### src/rtl/image_streamer.sv
// image_streamer: raster-order RAM reader feeding a window buffer, flagging complete windows.
// Optional IMAGE_STREAMER_STRIDE2_EN: flag only windows at even row and column.
module image_streamer #(
    parameter int DATA_WIDTH  = 32,
    parameter int LINE_LENGTH = 28,
    parameter int NUM_LINES   = 28,
    parameter int WINDOW_SIZE = 3,
    parameter int ADDR_WIDTH  = $clog2(LINE_LENGTH*NUM_LINES)
) (
    input  logic                           clk_i,
    input  logic                           rst_ni,
    input  logic                           start_i,
    input  logic                           ready_i,
    output logic                           mem_en_o,
    output logic [ADDR_WIDTH-1:0]          mem_addr_o,
    input  logic [DATA_WIDTH-1:0]          mem_data_i,
    output logic [DATA_WIDTH-1:0]          data_o,
    output logic                           enable_o,
    output logic                           window_valid_o,
    output logic [$clog2(NUM_LINES)-1:0]   win_row_o,
    output logic [$clog2(LINE_LENGTH)-1:0] win_col_o,
    output logic                           busy_o,
    output logic                           done_o
);
    localparam int N  = LINE_LENGTH*NUM_LINES;
    localparam int IW = $clog2(N+1);
    localparam int RW = $clog2(NUM_LINES);
    localparam int CW = $clog2(LINE_LENGTH);

    typedef enum logic [1:0] {IDLE, RUN, FIN} state_t;

    state_t                state_q, state_d;
    logic [IW-1:0]         issue_q, issue_d;
    logic [ADDR_WIDTH-1:0] addr_q, addr_d;
    logic                  s1_valid_q, s1_valid_d;
    logic [RW-1:0]         prow_q, prow_d, win_row_q, win_row_d, rdiff;
    logic [CW-1:0]         pcol_q, pcol_d, win_col_q, win_col_d, cdiff;
    logic                  wv_q, wv_d;
    logic                  advance, issue, eol, last, hit;

    always_comb begin
        advance    = ready_i || !s1_valid_q;
        issue      = state_q == RUN && advance && issue_q < IW'(N);
        mem_en_o   = issue;
        mem_addr_o = issue ? ADDR_WIDTH'(issue_q) : addr_q;
        data_o     = mem_data_i;
        enable_o   = s1_valid_q && ready_i;
        eol        = pcol_q == CW'(LINE_LENGTH-1);
        last       = eol && prow_q == RW'(NUM_LINES-1);
        rdiff      = prow_q - RW'(WINDOW_SIZE-1);
        cdiff      = pcol_q - CW'(WINDOW_SIZE-1);
        hit        = enable_o && prow_q >= RW'(WINDOW_SIZE-1) && pcol_q >= CW'(WINDOW_SIZE-1);
`ifdef IMAGE_STREAMER_STRIDE2_EN
        hit        = hit && !rdiff[0] && !cdiff[0];
`else
        hit        = hit;
`endif
        state_d    = state_q == IDLE ? (start_i ? RUN : IDLE)
                   : state_q == RUN  ? (enable_o && last ? FIN : RUN) : IDLE;
        issue_d    = state_q == IDLE ? '0 : issue_q + IW'(issue);
        addr_d     = mem_addr_o;
        s1_valid_d = advance ? issue : s1_valid_q;
        pcol_d     = state_q == IDLE ? '0 : enable_o ? (eol ? '0 : pcol_q + 1'b1) : pcol_q;
        prow_d     = state_q == IDLE ? '0 : enable_o && eol ? prow_q + 1'b1 : prow_q;
        wv_d       = hit;
        win_row_d  = hit ? rdiff : win_row_q;
        win_col_d  = hit ? cdiff : win_col_q;
    end

    always_ff @(posedge clk_i or negedge rst_ni) begin
        if (!rst_ni) begin
            state_q    <= IDLE;
            issue_q    <= '0;
            addr_q     <= '0;
            s1_valid_q <= 1'b0;
            prow_q     <= '0;
            pcol_q     <= '0;
            wv_q       <= 1'b0;
            win_row_q  <= '0;
            win_col_q  <= '0;
        end else begin
            state_q    <= state_d;
            issue_q    <= issue_d;
            addr_q     <= addr_d;
            s1_valid_q <= s1_valid_d;
            prow_q     <= prow_d;
            pcol_q     <= pcol_d;
            wv_q       <= wv_d;
            win_row_q  <= win_row_d;
            win_col_q  <= win_col_d;
        end
    end

    assign window_valid_o = wv_q;
    assign win_row_o      = win_row_q;
    assign win_col_o      = win_col_q;
    assign busy_o         = state_q != IDLE;
    assign done_o         = state_q == FIN;
endmodule

### config.mk
export PLATFORM = sky130hd
export DESIGN_NAME = image_streamer
export DESIGN_NICKNAME = d
export VERILOG_FILES = /design/src/rtl/image_streamer.sv
export SDC_FILE = /design/constraint.sdc
export NUM_CORES = 1
export LEC_CHECK = 0
export ABC_CLOCK_PERIOD_IN_PS = 3500
export BUFFER_PORTS_ARGS = -buffer_cell sky130_fd_sc_hd__buf_2
export CAP_MARGIN = 10
export CELL_PAD_IN_SITES_DETAIL_PLACEMENT = 1
export CELL_PAD_IN_SITES_GLOBAL_PLACEMENT = 1
export CORE_MARGIN = 5
export CORE_UTILIZATION = 37
export CTS_CLUSTER_SIZE = 12
export DETAILED_ROUTE_END_ITERATION = 10
export PLACE_DENSITY = 0.86
export SYNTH_ARGS = -nofsm -noshare
export SYNTH_HDL_FRONTEND = slang
export SYNTH_SLANG_ARGS = --single-unit
### constraint.sdc
create_clock -name clk_i -period 3.5 [get_ports clk_i]
set_input_delay 0.35 -clock clk_i [delete_from_list [all_inputs] [get_ports clk_i]]
set_output_delay 0.35 -clock clk_i [all_outputs]
set_load 0.02 [all_outputs]
---- Word level (Yosys, flattened, before mapping) ----
Cells that the tools add are included.
storage, ports and cells
  memories ................................ 0
  RAM bits ................................ 0
  memory bits (read-only) ................. 0
  flip-flop bits (word level) ............. 44
  latch bits .............................. 0
cells by class
  reduce and logical (&&, ||, !) cells .... 14
  shift-type cells ........................ 0
  bitwise logic cells ..................... 0
  divide/modulo/power cells ............... 0
  magnitude comparators ................... 3
  multipliers ............................. 0
  eq/ne operators ......................... 4
  $add $sub $neg .......................... 5
  muxes and demuxes ....................... 11
operators with widths
  cell                  number
  $mux 5                5
  $mux 10               2
  $add 10x1->10         1
  $add 5x1->5 const B   2
  $eq 5x5->1 const B    2
  $ge 5x2->1 const B    2
  $lt 10x10->1 const B  1
  $sub 5x2->5 const B   2
  $logic_and 1x1->1     8
  $mux 2                3
  $reduce_bool 2->1     3
  $eq 2x1->1 const B    1
  $eq 2x2->1 const B    1
  $logic_not 2->1       1
  $logic_not 1->1       1
  $logic_or 1x1->1      1
  $mux 1                1

---- Logic depth before layout (Yosys ltp) ----
Gate-level depths: netlist (run 1).
  word-level depth ........................ 6
  gate-level depth with buffers ........... 11

---- Worst setup path before layout (run 1) ----
OpenSTA, ideal clock, no wires.
  path kind ............................... flip-flop to flip-flop
  from .................................... reg issue_q[7]
  to ...................................... reg issue_q[8]
  stages on the path, launching flop included .. 12
  path buffers ............................ 1
  arrival ................................. 2.473 ns
  setup time .............................. 0.132 ns
  period minus slack after synthesis ...... 2.605 ns
  setup slack ............................. 0.895 ns
  cells stage by stage .................... dfrtp_1 > or4_1 > nand3_2 > nand4b_2 > buf_6 > inv_1 > ha_1 > ha_1 > and3_1 > nor3b_1 > xnor2_1 > nor2_1
on the way
  longest elaborated chain between the ends .. 4
ends and longest elaborated chain
  item                    RTL line  RTL
  from (decl)             33        logic [IW-1:0] issue_q, issue_d;
  from (signal assigned)  83        issue_q <= issue_d;
  $lt 10x10->1            43        issue = state_q == RUN && advance && issue_q < IW'(N);
  $logic_and 1x1->1       43
  net mem_en_o            14        output logic mem_en_o,
  $add 10x1->10           60        issue_d = state_q == IDLE ? '0 : issue_q + IW'(issue);
  $mux 10                 60
  net issue_d[8]          33
The timed path passes the listed nets, and every way through them passes these cells.
A chain may end at the register's enable or synchronous reset.

---- Worst setup path after layout (run 1) ----
  from .................................... reg issue_q[7]
  to ...................................... reg issue_q[8]
on the way
  longest elaborated chain between the ends .. 4
ends and longest elaborated chain
  item               RTL line
  $lt 10x10->1       43
  $logic_and 1x1->1  43
  $add 10x1->10 (*)  60
  $mux 10 (*)        60
  net issue_d[8]     33
The timed path passes the listed nets; every way through them passes the cells marked *.

==> results of run 1 <==
-- final timing paths --
check	start	to	slack (ps)	cells past startpoint
max	issue_q[7]	issue_q[8]	780	11
min	rst_ni	addr_q[2]	200	1
max reg2reg	issue_q[7]	issue_q[8]	780	11
min reg2reg	addr_q[9]	addr_q[9]	500	1
max in group asynchronous	rst_ni	issue_q[7]	2700	1
min in group clk_i	start_i	state_q[0]	350	3
-- layer usage --
layer / track usage / up-vias / part of all wire
met1: 0.155 / 736 / 0.40
li1: - / 660 / -
met3: 0.0406 / 10 / 0.083
met4: 0.0541 / 0 / 0.014
met2: 0.228 / 46 / 0.50
met5: 0 / - / 0
-- power by group --
group          switching, W  leakage, nW  total (W)  internal, W
clock network      0.000172       0.0455   0.000333     0.000161
registers          0.000158        0.545   0.000836     0.000678
logic              0.000389        0.546   0.000714     0.000325
-- sequential cells by signal (all words and copies together) (netlist names) --
register	cells
addr_q	10
win_col_o	5
issue_q	10
state_q	2
pcol_q	5
win_row_o	5
s1_valid_q	1
window_valid_o	1
prow_q	5
-- worst register-to-register path, stage by stage, from the launching register on --
cell and delay, ps:
dfrtp_1 420, or4_1 550, nand3_2 110, nand4b_2 110
buf_4 220, inv_1 90, ha_1 190, ha_1 190
and3_1 230, nor3b_1 280, xnor2_1 150, nor2_1 60
-- layout make-up --
class | count | area (um2)
Sequential cell | 44 | 1100
Timing Repair Buffer | 30 | 155
Tap cell | 77 | 96.3
Fill cell | 714 | 3820
Multi-Input combinational cell | 116 | 930
Clock buffer | 8 | 90.1
Inverter | 12 | 45.0
-- stage by stage --
stage	power [W]	util	cell area, um2	hold slack (ps)
final	0.00188	0.387	2420	197
after global routing	0.00202	0.387	2420	281
after CTS	0.00191	0.387	2420	238
after detailed placement	0.00157	0.373	2330	476
after global placement	0.00152	0.373	2330	485
after floorplan	0.00139	-	2340	54.4
-- cells in the mapped netlist, types with 4 or more instances --
master,instances
xor2_1,6
ha_1,10
nand2_1,7
dfrtp_1,44
xnor2_1,13
nand3_1,4
nor2_1,19
nor3_1,9
buf_4,32
nor2b_1,4
mux2_4,9
mux2_2,7
inv_1,12
-- cells by family after synthesis --
logic type | count (synthesis)
AO/OA/AOI/OAI | 12
XOR/XNOR | 19
adder cells (fa/ha/maj) | 10
buffers and inverters | 48
flip-flops | 44
multiplexers | 16
AND/OR/NAND/NOR | 59
==> reports/results.ini, run 1 <==
[critical_path]
arrival_ps = 2900
startpoint_type = flip-flop
cp.required_ps = 3690
slowest_stage = or4_1
critical_path_class = flip-flop to flip-flop
crit_path_cell_trace = or4_1, nand3_2, nand4b_2, buf_4, inv_1, ha_1, ha_1, and3_1, nor3b_1, xnor2_1, nor2_1
critPathCaptureType = flip-flop
worstPathMaxFanout = 11
path_delay_family = simple AND/OR/NAND/NOR gates
max_stage_delay_ps = 550
crit_top_cell = ha_1
crit_buf_inv = 2

[synthesis]
synth_xor_area_frac = 0.0711
async_flop_share = 1.00
synthFlopType = dfrtp_1
yosys_warnings = 0
synth_top_family_by_area = simple AND/OR/NAND/NOR gates
synth-seq-cells = 44
synth.distinct_cells = 37
synth.yosys.seq_area_share = 0.471
syn_area_um2 = 2340
synth.top_cell.area_share = 0.471
synth-edff-count = 0
synth_compound_area_frac = 0.0492
syn_inst = 208
synth_fa_ha_area_frac = 0.0535
ys_top_cells_by_area = dfrtp_1 47%, buf_4 10%, mux2_4 5.8%
synth_top_area_cell = dfrtp_1
synth_fp_nets = 254
muxShareOfSynthArea = 0.0914
synthSimpleGateAreaFrac = 0.132
avgSynthCellArea_um2 = 11.2

[grt]
overflow = 0
grt_pass1_vias = 1647
grt_max_degree = 45
grt_pass1_wl_mm = 7.98
grt_usage = 0.133
antenna_found_initial = 0

[timing]
max_freq_ghz = 0.368
fin_setup_tns_ps = 0
hold_viol = 0
finalCritPeriodShare = 0.776
layout_setup_ws_ps = 784
slew_violations = 0
slew_headroom = 0.354
rsz0062_at_grt = false
finalSetupViolCount = 0
period_needed_ps = 2720
finClkSkew_ps = 5.23
tightest_slew_ps = 969

[cts]
cts_tree = done
post_cts_resized = 0
cts-hold-fix-buffers = 0
postCtsSetupBuffers = 0
clk_pin_slew_ps = 80
cts_root_buf = clkbuf_8
clock_sinks = 44
cts_buffers = 5
insertion_delay_ps = 300
clockBufferDepth = 2
htree_levels = 2

[cells_and_area]
most-common-layout-cells = 44 x dfrtp_1, 28 x buf_2, 19 x nor2_1, 13 x xnor2_1, 12 x inv_1
layout_commonest_cell = dfrtp_1
area_delta_synth_final_pct = 3.32
instances_no_fill = 287
fin_nets = 255
drive_above_1_share = 0.271
antennaDiodeCount = 0

[detailed_routing]
drtIter0Drc = 44
drtPass1Iterations = 4
drt-total-wl_mm = 4.84
drt.antenna.violating_nets = 0
routedWlPerCell_um = 16.9
viasPerCell = 5.06
drc = 0
vias = 1452

[status]
outcome = finished, final reports clean

[die]
die_height_um = 89.5
coreArea_um2 = 6240
start_util = 0.375
die_area_um2 = 8010
num_rows = 29
fp.dieW_um = 89.5
io_pins = 93

[pwr]
power_density_nw_per_um2 = 779
p_leak_nw = 1.14
ir_drop_mv = 0.410

[worst_hold_path]
hold_class = input pin to async pin

[place]
place_ws_ps = 813
dp.cells = 279
place_hpwl_mm = 3.53
io_buffers = 28
gp_congestion = 0.769

[run]
drv_cap = 0

(Power assumes the default switching activity.)
==> run 2: changes to the inputs <==
--- a/config.mk
+++ b/config.mk
@@ -5,7 +5,7 @@
 export SDC_FILE = /design/constraint.sdc
 export NUM_CORES = 1
 export LEC_CHECK = 0
-export ABC_CLOCK_PERIOD_IN_PS = 3500
+export ABC_CLOCK_PERIOD_IN_PS = 2700
 export BUFFER_PORTS_ARGS = -buffer_cell sky130_fd_sc_hd__buf_2
 export CAP_MARGIN = 10
 export CELL_PAD_IN_SITES_DETAIL_PLACEMENT = 1
==> constraint.sdc (replaced) <==
create_clock -name clk_i -period 2.7 [get_ports clk_i]
set_input_delay 0.27 -clock clk_i [delete_from_list [all_inputs] [get_ports clk_i]]
set_output_delay 0.27 -clock clk_i [all_outputs]
set_load 0.02 [all_outputs]
==> run 2 against run 1 <==
Net effect: cell area grew 1.7%; non-clock buffer count stayed put; clock skew grew 2.5 ps; clock power is 68% higher; sequential power rose by 29%; critical path depth fell by 5; sequential share of layout area decreased by 0.76 points; combinational power grew 31%; via count decreased by 1.6%.
==> reports/results.ini, run 2 (same netlist as run 1, synthesis figures left out) <==
[status]
outcome = finished, final reports clean  ; unchanged

[grt]
grt_use_met2 = 0.219  ; was 0.228
use_met3 = 0.0424  ; was 0.0406
antenna_found_initial = 0  ; unchanged
grt_pass1_vias = 1534  ; was 1,647
grt_max_degree = 45  ; unchanged
use_met1 = 0.154  ; was 0.155
grt_pass1_wl_mm = 7.84  ; was 7.98 mm
overflow = 0  ; unchanged
grt.busiest_layer = met2  ; unchanged
grt_usage = 0.130  ; was 0.133

[timing]
max_freq_ghz = 0.397
finClkSkew_ps = 7.71  ; was 5.23 ps
rsz0062_at_grt = false  ; unchanged
slew_violations = 0  ; unchanged
hold_viol = 0  ; unchanged
finalCritPeriodShare = 0.934
timing.hold.ws_ps = 123  ; was 197 ps
finalSetupViolCount = 0  ; unchanged
tightest_slew_ps = 989  ; was 969 ps
layout_setup_ws_ps = 178  ; was 784 ps
slew_headroom = 0.341  ; was 0.354
period_needed_ps = 2520
fin_setup_tns_ps = 0  ; unchanged

[detailed_routing]
routedWlPerCell_um = 16.9  ; about the same
drt.antenna.violating_nets = 0  ; unchanged
drc = 0  ; unchanged
viasPerCell = 4.98  ; was 5.06
drt-total-wl_mm = 4.85  ; was 4.84 mm
drtIter0Drc = 42  ; was 44
drtPass1Iterations = 4  ; unchanged
vias = 1429  ; was 1,452

[cts]
cts_buffers = 5  ; unchanged
clockBufferDepth = 2  ; unchanged
cts_tree = done  ; unchanged
cts_root_buf = clkbuf_8  ; unchanged
insertion_delay_ps = 300  ; about the same
htree_levels = 2  ; unchanged
postCtsSetupBuffers = 0  ; unchanged
clk_pin_slew_ps = 90  ; was 80 ps
clock_sinks = 44  ; unchanged

[critical_path]
critical_path_class = flip-flop to primary output  ; was flip-flop to flip-flop
worstPathMaxFanout = 10  ; was 11
arrival_ps = 2250  ; was 2900 ps
critPathCaptureType = primary output  ; was flip-flop
slowest_stage = or4_1  ; unchanged
cp_num_cells = 6  ; was 11
rr_worst_depth = 10  ; was 11
path_delay_family = simple AND/OR/NAND/NOR gates  ; unchanged
max_stage_delay_ps = 580  ; was 550 ps
cp.required_ps = 2430  ; was 3690 ps
startpoint_type = flip-flop  ; unchanged
crit_buf_inv = 2  ; unchanged
crit_path_cell_trace = or4_1, nand3_2, nand4b_2, buf_4, mux2_4, buf_2  ; was or4_1, nand3_2, nand4b_2, buf_4, inv_1, ha_1, ha_1, and3_1, nor3b_1, xnor2_1, nor2_1

[cells_and_area]
stdcell_area_um2 = 2460  ; was 2420 um2
area_delta_synth_final_pct = 5.08  ; was 3.32%
multi_input_area_um2 = 935  ; was 930 um2
fillers = 710  ; was 714
reg_top3 = addr_q (10), issue_q (10)  ; unchanged
most-common-layout-cells = 44 x dfrtp_1, 28 x buf_2, 19 x nor2_1, 13 x xnor2_1, 12 x inv_1  ; unchanged
layout_commonest_cell = dfrtp_1  ; unchanged
antennaDiodeCount = 0  ; unchanged
fin_nets = 255  ; unchanged
drive_above_1_share = 0.286  ; was 0.271
regArea_um2 = 1100  ; unchanged

[place]
place_area_um2 = 2330  ; unchanged
place_hpwl_mm = 3.44  ; was 3.53 mm
gp_congestion = 0.758  ; was 0.769
place_ws_ps = 152  ; was 813 ps
io_buffers = 28  ; unchanged

[pwr]
power_density_nw_per_um2 = 1050  ; was 779 nW/um2
ir_drop_mv = 0.534  ; was 0.410 mV
p_leak_nw = 1.16  ; was 1.14 nW

[die]
die_area_um2 = 8010  ; unchanged
io_pins = 93  ; unchanged
coreArea_um2 = 6240  ; unchanged
num_rows = 29  ; unchanged
start_util = 0.375  ; unchanged
die_height_um = 89.5  ; unchanged
fp.dieW_um = 89.5  ; unchanged

[worst_hold_path]
hold_class = input pin to async pin  ; unchanged

[run]
drv_cap = 0  ; unchanged

run 2: changes by cell type in the layout (fill, tap and decap cells not counted):
cell	delta
nor3b_2	+1
bufinv_16	+1
nor3b_1	-1
clkbuf_8	+1
clkbuf_1	-2
run 2: final timing paths:
kind | from | endpoint | slack, ps
max | issue_q[7] | mem_addr_o[0] | 180
min | rst_ni | issue_q[8] | 120
max reg2reg | issue_q[7] | issue_q[8] | 210
min reg2reg | addr_q[8] | addr_q[8] | 500
max in group asynchronous | rst_ni | pcol_q[0] | 1960
min in group clk_i | start_i | state_q[0] | 270
run 2: final cells by class:
cell class                      count  area share
Tap cell                           77      0.0392
Clock buffer                        7      0.0392
Sequential cell                    44       0.448
Clock inverter                      1      0.0122
Multi-Input combinational cell    116       0.380
Inverter                           12      0.0183
Timing Repair Buffer               30      0.0631
run 2: stage by stage:
step	total power, W	instances	utilization
floorplan	0.00180	208	-
global placement	0.00197	279	0.373
detailed placement	0.00203	279	0.373
CTS	0.00261	287	0.393
global route	0.00276	287	0.394
finish	0.00257	287	0.394
run 2: layer usage:
metal / vias to the layer above / wire [um]
met2: 39 / 2420
met1: 719 / 2070
met5: - / 0
met4: 0 / 46
met3: 7 / 309
li1: 664 / -
run 2: worst register-to-register path, cell delays in order (launching register included):
cell and delay (ps):
dfrtp_1 430, or4_1 590, nand3_2 120, nand4b_2 120, inv_1 90, ha_1 190
ha_1 190, and3_1 240, nor3b_2 210, xnor2_1 150, nor2_1 60
run 2: report_power, final:
group,internal (W),switching (W)
logic,0.000422,0.000512
registers,0.000878,0.000198
clock network,0.000327,0.000235
run 2: what timing repair did:
action                                 in CTS  in global routing
resized for setup                           0                  1
hold buffers                                0                  0
endpoints found under the hold margin       0                  0
setup endpoints to repair                   0                  1
